[src/rtl/cdb_arbiter_pkg.sv]
// cdb_arbiter_pkg: shared types and constants for the common data bus arbiter.
// Provides the ROB id, data and address types, zero constants, boolean and
// CDB source encodings, and the 70-bit FIFO payload struct.
package cdb_arbiter_pkg;
  typedef logic [4:0]  rob_id_t;
  typedef logic [31:0] data_t;
  typedef logic [31:0] addr_t;
  localparam rob_id_t ZERO_ROB    = '0;
  localparam data_t   ZERO_WORD   = '0;
  localparam addr_t   ZERO_ADDR   = '0;
  localparam logic    TRUE        = 1'b1;
  localparam logic    FALSE       = 1'b0;
  localparam logic    CDB_SRC_ALU = 1'b0;
  localparam logic    CDB_SRC_LSU = 1'b1;
  typedef struct packed {
    rob_id_t rob_id;
    data_t   value;
    addr_t   target_pc;
    logic    jump_flag;
  } cdb_entry_t;
endpackage

[src/rtl/cdb_src_fifo.sv]
// cdb_src_fifo: per-source result FIFO feeding the CDB arbiter.
// Ports: clk, rst (async active-low), rdy (freeze when low), flush (empty all),
// push/push_data (write at tail), pop (advance head), full/empty/head.
// DEPTH must be a power of two so pointers wrap naturally and full is the
// count MSB.
module cdb_src_fifo
  import cdb_arbiter_pkg::*;
#(
  parameter int DEPTH = 2,
  parameter int PTR_W = 1
) (
  input  logic       clk,
  input  logic       rst,
  input  logic       rdy,
  input  logic       flush,
  input  logic       push,
  input  logic       pop,
  input  cdb_entry_t push_data,
  output logic       full,
  output logic       empty,
  output cdb_entry_t head
);
  cdb_entry_t       mem_q [DEPTH];
  logic [PTR_W-1:0] wr_q, wr_d, rd_q, rd_d;
  logic [PTR_W:0]   cnt_q, cnt_d;
  always_comb begin
    wr_d  = flush ? '0 : wr_q + PTR_W'(push);
    rd_d  = flush ? '0 : rd_q + PTR_W'(pop);
    cnt_d = flush ? '0 : cnt_q + {{PTR_W{1'b0}}, push} - {{PTR_W{1'b0}}, pop};
  end
  always_ff @(posedge clk or negedge rst) begin
    if (!rst) begin
      wr_q  <= '0;
      rd_q  <= '0;
      cnt_q <= '0;
    end else if (rdy) begin
      wr_q  <= wr_d;
      rd_q  <= rd_d;
      cnt_q <= cnt_d;
    end
  end
  always_ff @(posedge clk) begin
    if (rdy && !flush && push) mem_q[wr_q] <= push_data;
  end
  assign full  = cnt_q[PTR_W];
  assign empty = (cnt_q == '0);
  assign head  = mem_q[rd_q];
endmodule

[src/rtl/cdb_arbiter.sv]
// cdb_arbiter: round-robin single-writer arbiter for the common data bus.
// Ports: clk, rst (async active-low), rdy (freeze), flush (misbranch);
// ALU and LSU result inputs with valid/ready; registered cdb_* broadcast.
// Optional macro CDB_BYPASS_EN: a winning input whose FIFO is empty is
// loaded straight into the CDB register instead of being queued.
module cdb_arbiter
  import cdb_arbiter_pkg::*;
#(
  parameter int FIFO_DEPTH = 2,
  parameter int PTR_W      = 1
) (
  input  logic        clk,
  input  logic        rst,
  input  logic        rdy,
  input  logic        flush,
  input  logic        alu_valid,
  input  logic [4:0]  alu_rob_id,
  input  logic [31:0] alu_result,
  input  logic [31:0] alu_target_pc,
  input  logic        alu_jump_flag,
  output logic        alu_ready,
  input  logic        lsu_valid,
  input  logic [4:0]  lsu_rob_id,
  input  logic [31:0] lsu_result,
  output logic        lsu_ready,
  output logic        cdb_valid,
  output logic        cdb_src,
  output logic [4:0]  cdb_rob_id,
  output logic [31:0] cdb_value,
  output logic [31:0] cdb_target_pc,
  output logic        cdb_jump_flag
);
  cdb_entry_t alu_in, lsu_in, alu_head, lsu_head, win, cdb_q;
  logic adv, alu_full, alu_empty, lsu_full, lsu_empty;
  logic alu_ok, lsu_ok, alu_byp, lsu_byp, alu_req, lsu_req;
  logic gnt_alu, gnt_lsu, alu_push, lsu_push, alu_pop, lsu_pop, fire;
  logic last_q, valid_q, src_q;
  always_comb begin
    adv    = rdy & ~flush;
    alu_in = '{alu_rob_id, alu_result, alu_target_pc, alu_jump_flag};
    lsu_in = '{lsu_rob_id, lsu_result, ZERO_ADDR, FALSE};
    alu_ok = adv & alu_valid & ~alu_full & (alu_rob_id != ZERO_ROB);
    lsu_ok = adv & lsu_valid & ~lsu_full & (lsu_rob_id != ZERO_ROB);
`ifdef CDB_BYPASS_EN
    alu_byp = alu_ok & alu_empty;
    lsu_byp = lsu_ok & lsu_empty;
`else
    alu_byp = FALSE;
    lsu_byp = FALSE;
`endif
    // A bypass candidate competes as if it were already the FIFO head.
    alu_req  = ~alu_empty | alu_byp;
    lsu_req  = ~lsu_empty | lsu_byp;
    gnt_alu  = alu_req & (~lsu_req | (last_q == CDB_SRC_LSU));
    gnt_lsu  = lsu_req & ~gnt_alu;
    fire     = adv & (gnt_alu | gnt_lsu);
    alu_pop  = adv & gnt_alu & ~alu_empty;
    lsu_pop  = adv & gnt_lsu & ~lsu_empty;
    // A granted input with an empty FIFO was bypassed, so it is not queued.
    alu_push = alu_ok & ~(gnt_alu & alu_empty);
    lsu_push = lsu_ok & ~(gnt_lsu & lsu_empty);
    win      = gnt_alu ? (alu_empty ? alu_in : alu_head) : (lsu_empty ? lsu_in : lsu_head);
  end
  cdb_src_fifo #(.DEPTH(FIFO_DEPTH), .PTR_W(PTR_W)) u_alu_fifo (
    .clk(clk), .rst(rst), .rdy(rdy), .flush(flush), .push(alu_push), .pop(alu_pop),
    .push_data(alu_in), .full(alu_full), .empty(alu_empty), .head(alu_head)
  );
  cdb_src_fifo #(.DEPTH(FIFO_DEPTH), .PTR_W(PTR_W)) u_lsu_fifo (
    .clk(clk), .rst(rst), .rdy(rdy), .flush(flush), .push(lsu_push), .pop(lsu_pop),
    .push_data(lsu_in), .full(lsu_full), .empty(lsu_empty), .head(lsu_head)
  );
  always_ff @(posedge clk or negedge rst) begin
    if (!rst) begin
      valid_q <= FALSE;
      src_q   <= CDB_SRC_ALU;
      cdb_q   <= '0;
      last_q  <= CDB_SRC_LSU;
    end else if (rdy) begin
      valid_q <= fire;
      if (fire) begin
        src_q  <= gnt_lsu ? CDB_SRC_LSU : CDB_SRC_ALU;
        last_q <= gnt_lsu ? CDB_SRC_LSU : CDB_SRC_ALU;
        cdb_q  <= win;
      end
    end
  end
  assign alu_ready     = ~alu_full;
  assign lsu_ready     = ~lsu_full;
  assign cdb_valid     = valid_q;
  assign cdb_src       = src_q;
  assign cdb_rob_id    = cdb_q.rob_id;
  assign cdb_value     = cdb_q.value;
  assign cdb_target_pc = cdb_q.target_pc;
  assign cdb_jump_flag = cdb_q.jump_flag;
endmodule

[config.mk]
export PLATFORM = sky130hd
export DESIGN_NAME = cdb_arbiter
export DESIGN_NICKNAME = d
export VERILOG_FILES = /design/src/rtl/cdb_arbiter_pkg.sv /design/src/rtl/cdb_src_fifo.sv /design/src/rtl/cdb_arbiter.sv
export SDC_FILE = /design/constraint.sdc
export NUM_CORES = 1
export LEC_CHECK = 0
export ABC_CLOCK_PERIOD_IN_PS = 7900
export CAP_MARGIN = 20
export CORE_MARGIN = 3
export CORE_UTILIZATION = 53
export DETAILED_ROUTE_END_ITERATION = 10
export MAX_ROUTING_LAYER = met4
export PLACE_DENSITY_LB_ADDON = 0.1
export SLEW_MARGIN = 0
export SYNTH_ARGS = -nofsm -noshare
export SYNTH_HDL_FRONTEND = slang
export SYNTH_SLANG_ARGS = --single-unit
[constraint.sdc]
create_clock -name clk -period 7.9 [get_ports clk]
set_clock_uncertainty 0.1 [all_clocks]
set_input_delay 1.975 -clock clk [delete_from_list [all_inputs] [get_ports clk]]
set_output_delay 1.975 -clock clk [all_outputs]
set_load 0.1 [all_outputs]
==> results of run 1 <==
cell families after synthesis:
group | count (synthesis) | synth area share (%)
buffers and inverters | 52 | 2.19
XOR/XNOR | 2 | 0.155
AO/OA/AOI/OAI | 162 | 9.47
adder cells (fa/ha/maj) | 4 | 0.442
flip-flops | 295 | 74.6
AND/OR/NAND/NOR | 94 | 3.48
multiplexers | 109 | 9.69
area by class of cell:
class                           instances  area share (%)
Antenna cell                            3          0.0519
Clock buffer                           43            5.95
Clock inverter                         12           0.796
Inverter                                9           0.234
Multi-Input combinational cell        371            18.5
Sequential cell                       295            58.5
Tap cell                              270            2.34
Timing Repair Buffer                  198            13.7
sequential cells by signal, summed over array words and instances, names as in the netlist, 2 cells and up:
| name | count |
|---|---|
| cdb_rob_id | 5 |
| cdb_target_pc | 32 |
| cdb_value | 32 |
| u_alu_fifo.cnt_q | 2 |
| u_alu_fifo.mem_q | 140 |
| u_lsu_fifo.cnt_q | 2 |
| u_lsu_fifo.mem_q | 74 |
how the worst min path moves through the flow:
stage / startpoint / endpoint
after global routing: cdb_value[17] / cdb_value[17]
after CTS: cdb_src / cdb_src
after global placement: cdb_src / cdb_src
after detailed placement: cdb_src / cdb_src
final: cdb_target_pc[22] / cdb_target_pc[22]
after floorplan: u_alu_fifo.cnt_q[1] / u_alu_fifo.cnt_q[1]
layer usage:
metal | vias up | wire length [um] | part of all wire (%) | track usage [%]
met4 | 0 | 502 | 2.1 | 5.91
met1 | 3345 | 9600 | 40 | 26.1
li1 | 3104 | - | - | -
met2 | 210 | 12400 | 51 | 36.2
met3 | 45 | 1720 | 7.1 | 4.94
met5 | - | 0 | 0 | -
where the power goes:
group          switching, mW  internal, mW  total [mW]
Clock                  0.552         0.820        1.37
Combinational           1.72         0.573        2.29
Sequential             0.149          1.90        2.05
stage by stage:
step                std cells  setup slack (ns)  util [%]
floorplan                 718             0.104         -
global placement         1141              3.00      65.1
detailed placement       1142              2.88      65.2
CTS                      1197              3.45      70.0
global route             1201              3.19      70.1
finish                   1201              3.46      70.1
cell usage after synthesis (all sizes together):
| cell type | n |
|---|---|
| o21a | 4 |
| nand2 | 44 |
| inv | 9 |
| dfstp | 1 |
| o22a | 30 |
| or4 | 2 |
| o211ai | 6 |
| ha | 4 |
| o221ai | 3 |
| a21o | 3 |
| and2 | 2 |
| nor2 | 38 |
| buf | 29 |
| mux2i | 103 |
| xor2 | 2 |
| nor3 | 2 |
| dfrtp | 80 |
| nand2b | 1 |
| a211oi | 30 |
| o21ai | 74 |
| mux2 | 6 |
| or2 | 2 |
| edfxtp | 214 |
| a21oi | 9 |
| clkbuf | 14 |
| a31oi | 1 |
| a311o | 2 |
| nor2b | 3 |
tightest hold or removal path, delay by kind of cell (launching register included):
kind             cells  cell delay, ns
AND/OR/NAND/NOR      1            0.05
flip-flops           1            0.34
AO/OA/AOI/OAI        1            0.06
==> summary.md, run 1 <==
| Metric | Value |
|---|---|
| Status | completed |
| R2R Path Start | u_alu_fifo.cnt_q[1] |
| Worst-skew pair later-pin latency | 0.54 ns |
| Synthesis-to-layout area growth | 27.5% |
| VDD IR-drop max | 0.366 mV |
| CTS resizes | 0 |
| Vias/cell | 5.58 |
| Starting Density | 55.0% |
| Reg2Reg Depth | 11 |
| Final total power | 5.71 mW |
| Worst Hold Depth | 2 |
| Overall Global Routing Usage | 21.4% |
| Leakage | 5.02 nW |
| Most common cell after layout, fill and taps aside | edfxtp_1 |
| DR WL/cell | 20.1 um |
| Syn avg cell area | 15.8 sq um |
| Critical Path RT | 8.22 ns |
| Setup-failing EPs final | 0 |
| Placer Congestion | 0.779 |
| Crit path cell chain | clkdlybuf4s50_1, nor2b_1, nand2_2, inv_1, ha_1, inv_1, ha_1, xor2_1, o21ai_0, nand2_1, o21ai_0 |
| Largest net degree at the start of global routing | 71 |
| Most area-consuming cells after synthesis | edfxtp_1, dfrtp_1, mux2i_1 |
| Area of the multi-input gates | 2670 sq um |
| Share of cells above drive strength 1 | 8.94% |
| # DRC | 0 |
| CP Launch Point | rdy |
| Final instance area | 14500 sq um |
| Root buf cell | clkbuf_16 |
| Final Hold Fails | 0 |
| Die Span X | 152 um |
| Seq cells post-synth | 295 |
| Clk buf depth | 3 |
| Final Max Slew Viols | 0 |
| Clk slew on worst S/H paths | 0.06 ns |
| CP max stage delay | 0.69 ns |
| Min Tclk post-route | 4.44 ns |
| DRT Pass-1 Iters | 4 |
| Final ANT Viol Nets | 0 |
| R2R Path End | u_alu_fifo.cnt_q[1] |
| CP Max Fanout | 34 |
| CTS Hold Bufs | 0 |
| Seq/Total Area, Yosys | 74.6% |
| R2r setup slk | 5.18 ns |
| Via count | 6704 |
| Core box area | 20600 sq um |
| Max Cap Viol | 0 |
| # fillers | 1358 |
| Peak Freq | 0.225 GHz |
| Remaining Overflow, GRT | 0 |
| CP Capture Point | u_alu_fifo.cnt_q[1] |
| Antenna violations before repair | 3 |
| CP Class | input port to register |
| First-pass GRT wire length | 38.8 mm |
| Placement Rows | 52 |
| Final TNS setup | 0 ns |
| Delay-heaviest family, CP | simple AND/OR/NAND/NOR gates |
| Die Y | 152 um |
| Htree depth | 1 |
| Worst-Margin Slew | 1.06 ns |
| Final wirelength | 24.2 mm |
| DIE AREA | 23200 sq um |
| RSZ-0062 raised after global routing | no |
| CP max-delay cell | clkdlybuf4s50_1 |
| Hold WC Path Type | register to register |
| Startpoint Class | input port |
| Vias in the first global route | 7412 |
| CTS sink count | 295 |
| Cts bufs inserted | 30 |
| Postcts setup bufs | 0 |
| Cell Area, Placed | 13500 sq um |
| Layout Nets | 1022 |
| Top cell type's share of synthesized area | 56.7% |
| DP HPWL | 15.0 mm |
| Commonest non-fill, non-tap cells in the layout | edfxtp_1, clkdlybuf4s50_1, mux2i_1 |
| Netlist Area Pre-Place | 11300 sq um |
| WHS | 0.389 ns |
| CP bufs+invs | 3 |
| CTS tree | built |
| Dominant cell type by area after synthesis | edfxtp_1 |
| Yosys warnings | 0 |
| Period utilisation layout | 56.3% |
| # IOs | 187 |
| WP depth | 11 |
| Mapped Nets | 835 |
| Cells after synthesis | 718 |
| Slew margin rel. | 29.4% |
| Pwr/cell area | 395 nW/um^2 |
| Register Area | 8460 sq um |
| Yosys cell types | 37 |
| PortBufs | 186 |
| Critical path capture point type | register |
| Starting DRT DRC Count | 342 |
| Worst path arrival time | 4.76 ns |
Power figures use the tool's default switching activity.
==> run 2: changes to the inputs <==
--- a/config.mk
+++ b/config.mk
@@ -5,7 +5,7 @@
 export SDC_FILE = /design/constraint.sdc
 export NUM_CORES = 1
 export LEC_CHECK = 0
-export ABC_CLOCK_PERIOD_IN_PS = 7900
+export ABC_CLOCK_PERIOD_IN_PS = 4200
 export CAP_MARGIN = 20
 export CORE_MARGIN = 3
 export CORE_UTILIZATION = 53
==> constraint.sdc (replaced) <==
create_clock -name clk -period 4.2 [get_ports clk]
set_clock_uncertainty 0.1 [all_clocks]
set_input_delay 1.05 -clock clk [delete_from_list [all_inputs] [get_ports clk]]
set_output_delay 1.05 -clock clk [all_outputs]
set_load 0.1 [all_outputs]
==> run 2 against run 1 <==
Net effect: total power rose by 86%; sequential share of layout area increased by 0.056 points; register-to-register slack got worse by 3.4 ns; sequential power grew 89%; count of clock-buffer cells in the layout down 3; wire length is 0.52% lower; sequential cell count is the same.
==> summary.md, run 2 (synthesis results as in run 1) <==
| Metric | Value |
|---|---|
| Placement Rows | 52 (unchanged) |
| Largest regs | u_alu_fifo.mem_q (140), u_lsu_fifo.mem_q (74) |
| Leakage | 5.01 nW (about the same) |
| Final cell count without fillers | 1199 (-0.17%) |
| Hold WC Path Type | register to register |
| Peak Freq | 0.291 GHz |
| Most common cell after layout, fill and taps aside | edfxtp_1 |
| Commonest non-fill, non-tap cells in the layout | edfxtp_1, clkdlybuf4s50_1, mux2i_1 |
| First-pass GRT wire length | 38.5 mm (-0.80%) |
| # IOs | 187 (unchanged) |
| Cell-internal power | 6.11 mW (+86%) |
| Worst-skew pair later-pin latency | 0.52 ns (-0.02 ns) |
| Period utilisation layout | 81.8% |
| Starting DRT DRC Count | 348 (+1.8%) |
| Remaining Overflow, GRT | 0 (unchanged) |
| Final ANT Viol Nets | 0 (unchanged) |
| Final Max Slew Viols | 0 (unchanged) |
| Share of cells above drive strength 1 | 8.94% (unchanged) |
| Critical path capture point type | output pin |
| Cts bufs inserted | 29 (-3.3%) |
| DIE AREA | 23200 sq um (unchanged) |
| Pwr/cell area | 736 nW/um^2 (+86%) |
| Clk buf depth | 3 (unchanged) |
| DRT Pass-1 Iters | 6 (+2) |
| Worst path arrival time | 2.29 ns (-2.47 ns) |
| Die Y | 152 um (unchanged) |
| CTS tree | built |
| Cells after DPL | 1143 (+0.088%) |
| # DRC | 0 (unchanged) |
| Postcts setup bufs | 0 (unchanged) |
| Crit path cell chain | inv_1, clkdlybuf4s50_1 |
| CP max-delay cell | clkdlybuf4s50_1 |
| Biggest register | u_alu_fifo.mem_q |
| Max Cap Viol | 0 (unchanged) |
| Overall Global Routing Usage | 21.2% (-0.23 points) |
| Final Hold Fails | 0 (unchanged) |
| Final TNS setup | 0 ns (unchanged) |
| Sw Ratio | 42.5% (+0.12 points) |
| Status | completed |
| Slew margin rel. | 30.8% (+1.5 points) |
| Final wirelength | 24.1 mm (-0.52%) |
| RSZ-0062 raised after global routing | no |
| VDD IR-drop max | 0.585 mV (+60%) |
| Combinational power share | 40.2% (about the same) |
| Largest net degree at the start of global routing | 71 (unchanged) |
| Setup-failing EPs final | 0 (unchanged) |
| CTS sink count | 295 (unchanged) |
| Core box area | 20600 sq um (unchanged) |
| DP HPWL | 15.1 mm (+0.55%) |
| CP max stage delay | 1.18 ns (+0.49 ns) |
| Clk slew on worst S/H paths | 0.06 ns (about the same) |
| Via count | 6674 (-0.45%) |
| Largest register FFs | 140 (unchanged) |
| Worst-Margin Slew | 1.03 ns (-0.0251 ns) |
| Clk network pwr share | 23.3% (-0.7 points) |
| Min Tclk post-route | 3.44 ns |
| # fillers | 1359 (+0.074%) |
| PortBufs | 186 (unchanged) |
| Htree depth | 1 (unchanged) |
| R2r setup slk | 1.75 ns (-3.43 ns) |
| Synthesis-to-layout area growth | 27.4% (about the same) |
| DR WL/cell | 20.1 um (-0.36%) |
| CP Max Fanout | 4 (-88%) |
| CTS Hold Bufs | 0 (unchanged) |
| Starting Density | 55.0% (unchanged) |
| Startpoint Class | register |
| Antenna violations before repair | 1 (-2) |
| Critical Path RT | 3.05 ns (-5.17 ns) |
| CP Class | register to output pin |
| Die Span X | 152 um (unchanged) |
| Seq pwr share | 36.5% (+0.7 points) |
| CTS resizes | 0 (unchanged) |
| Vias/cell | 5.57 (-0.28%) |
| Layout Nets | 1023 (+0.098%) |
| Root buf cell | clkbuf_16 |
| Placer Congestion | 0.822 (+5.5%) |
| Vias in the first global route | 7078 (-4.5%) |
| P_sw | 4.52 mW (+87%) |
[run 2: critical path, delay by kind of cell (launching register included)]
kind	cells	cell delay (ns)
buffers and inverters	2	1.37
DFF	1	0.41
[run 2: area by class of cell]
class / instances / area, sq um / share of cell area (%)
diodes: 1 / 2.50 / 0.0173
clock buffers: 40 / 807 / 5.59
clock inverters: 13 / 115 / 0.797
inverters: 9 / 33.8 / 0.234
multi-input cells: 371 / 2680 / 18.6
flip-flops and latches: 295 / 8460 / 58.6
well taps: 270 / 338 / 2.34
repair buffers: 200 / 2010 / 13.9
[run 2: worst paths after layout]
check	startpoint	endpoint	cells past startpoint
worst max-delay path	u_alu_fifo.cnt_q[1]	alu_ready	2
worst min-delay path	cdb_target_pc[30]	cdb_target_pc[30]	2
worst max register to register	u_alu_fifo.cnt_q[1]	u_lsu_fifo.cnt_q[1]	10
worst min register to register	cdb_target_pc[30]	cdb_target_pc[30]	2
max in group asynchronous	rst	u_alu_fifo.rd_q	1
min in group asynchronous	rst	cdb_value[30]	1
[run 2: power groups by stage]
stage	logic (mW)	registers, mW	clock network (mW)
after floorplan	0.845	6.25	0
after global placement	4.21	3.94	0
after detailed placement	4.25	3.96	0
after CTS	4.27	3.91	2.52
after global routing	4.43	3.94	2.65
final	4.27	3.87	2.48
[run 2: per-layer routing]
layer,vias to the layer above,GRT usage (%),part of all wire [%]
li1,3108,-,-
met5,-,-,0
met1,3328,27.2,41
met3,37,4.06,5.8
met4,0,5.31,2.1
met2,201,35.2,51
[run 2: through the flow]
| step | hold slack (ns) | total power [mW] | setup WS, ns | cell area, sq um | util (%) |
|---|---|---|---|---|---|
| floorplan | 0.371 | 7.09 | 0.505 | 11400 | - |
| global placement | 0.367 | 8.15 | 0.751 | 13500 | 65.3 |
| detailed placement | 0.369 | 8.21 | 0.590 | 13500 | 65.3 |
| CTS | 0.387 | 10.7 | 0.734 | 14400 | 69.8 |
| global route | 0.403 | 11.0 | 0.718 | 14400 | 70.0 |
| finish | 0.378 | 10.6 | 0.763 | 14400 | 70.0 |
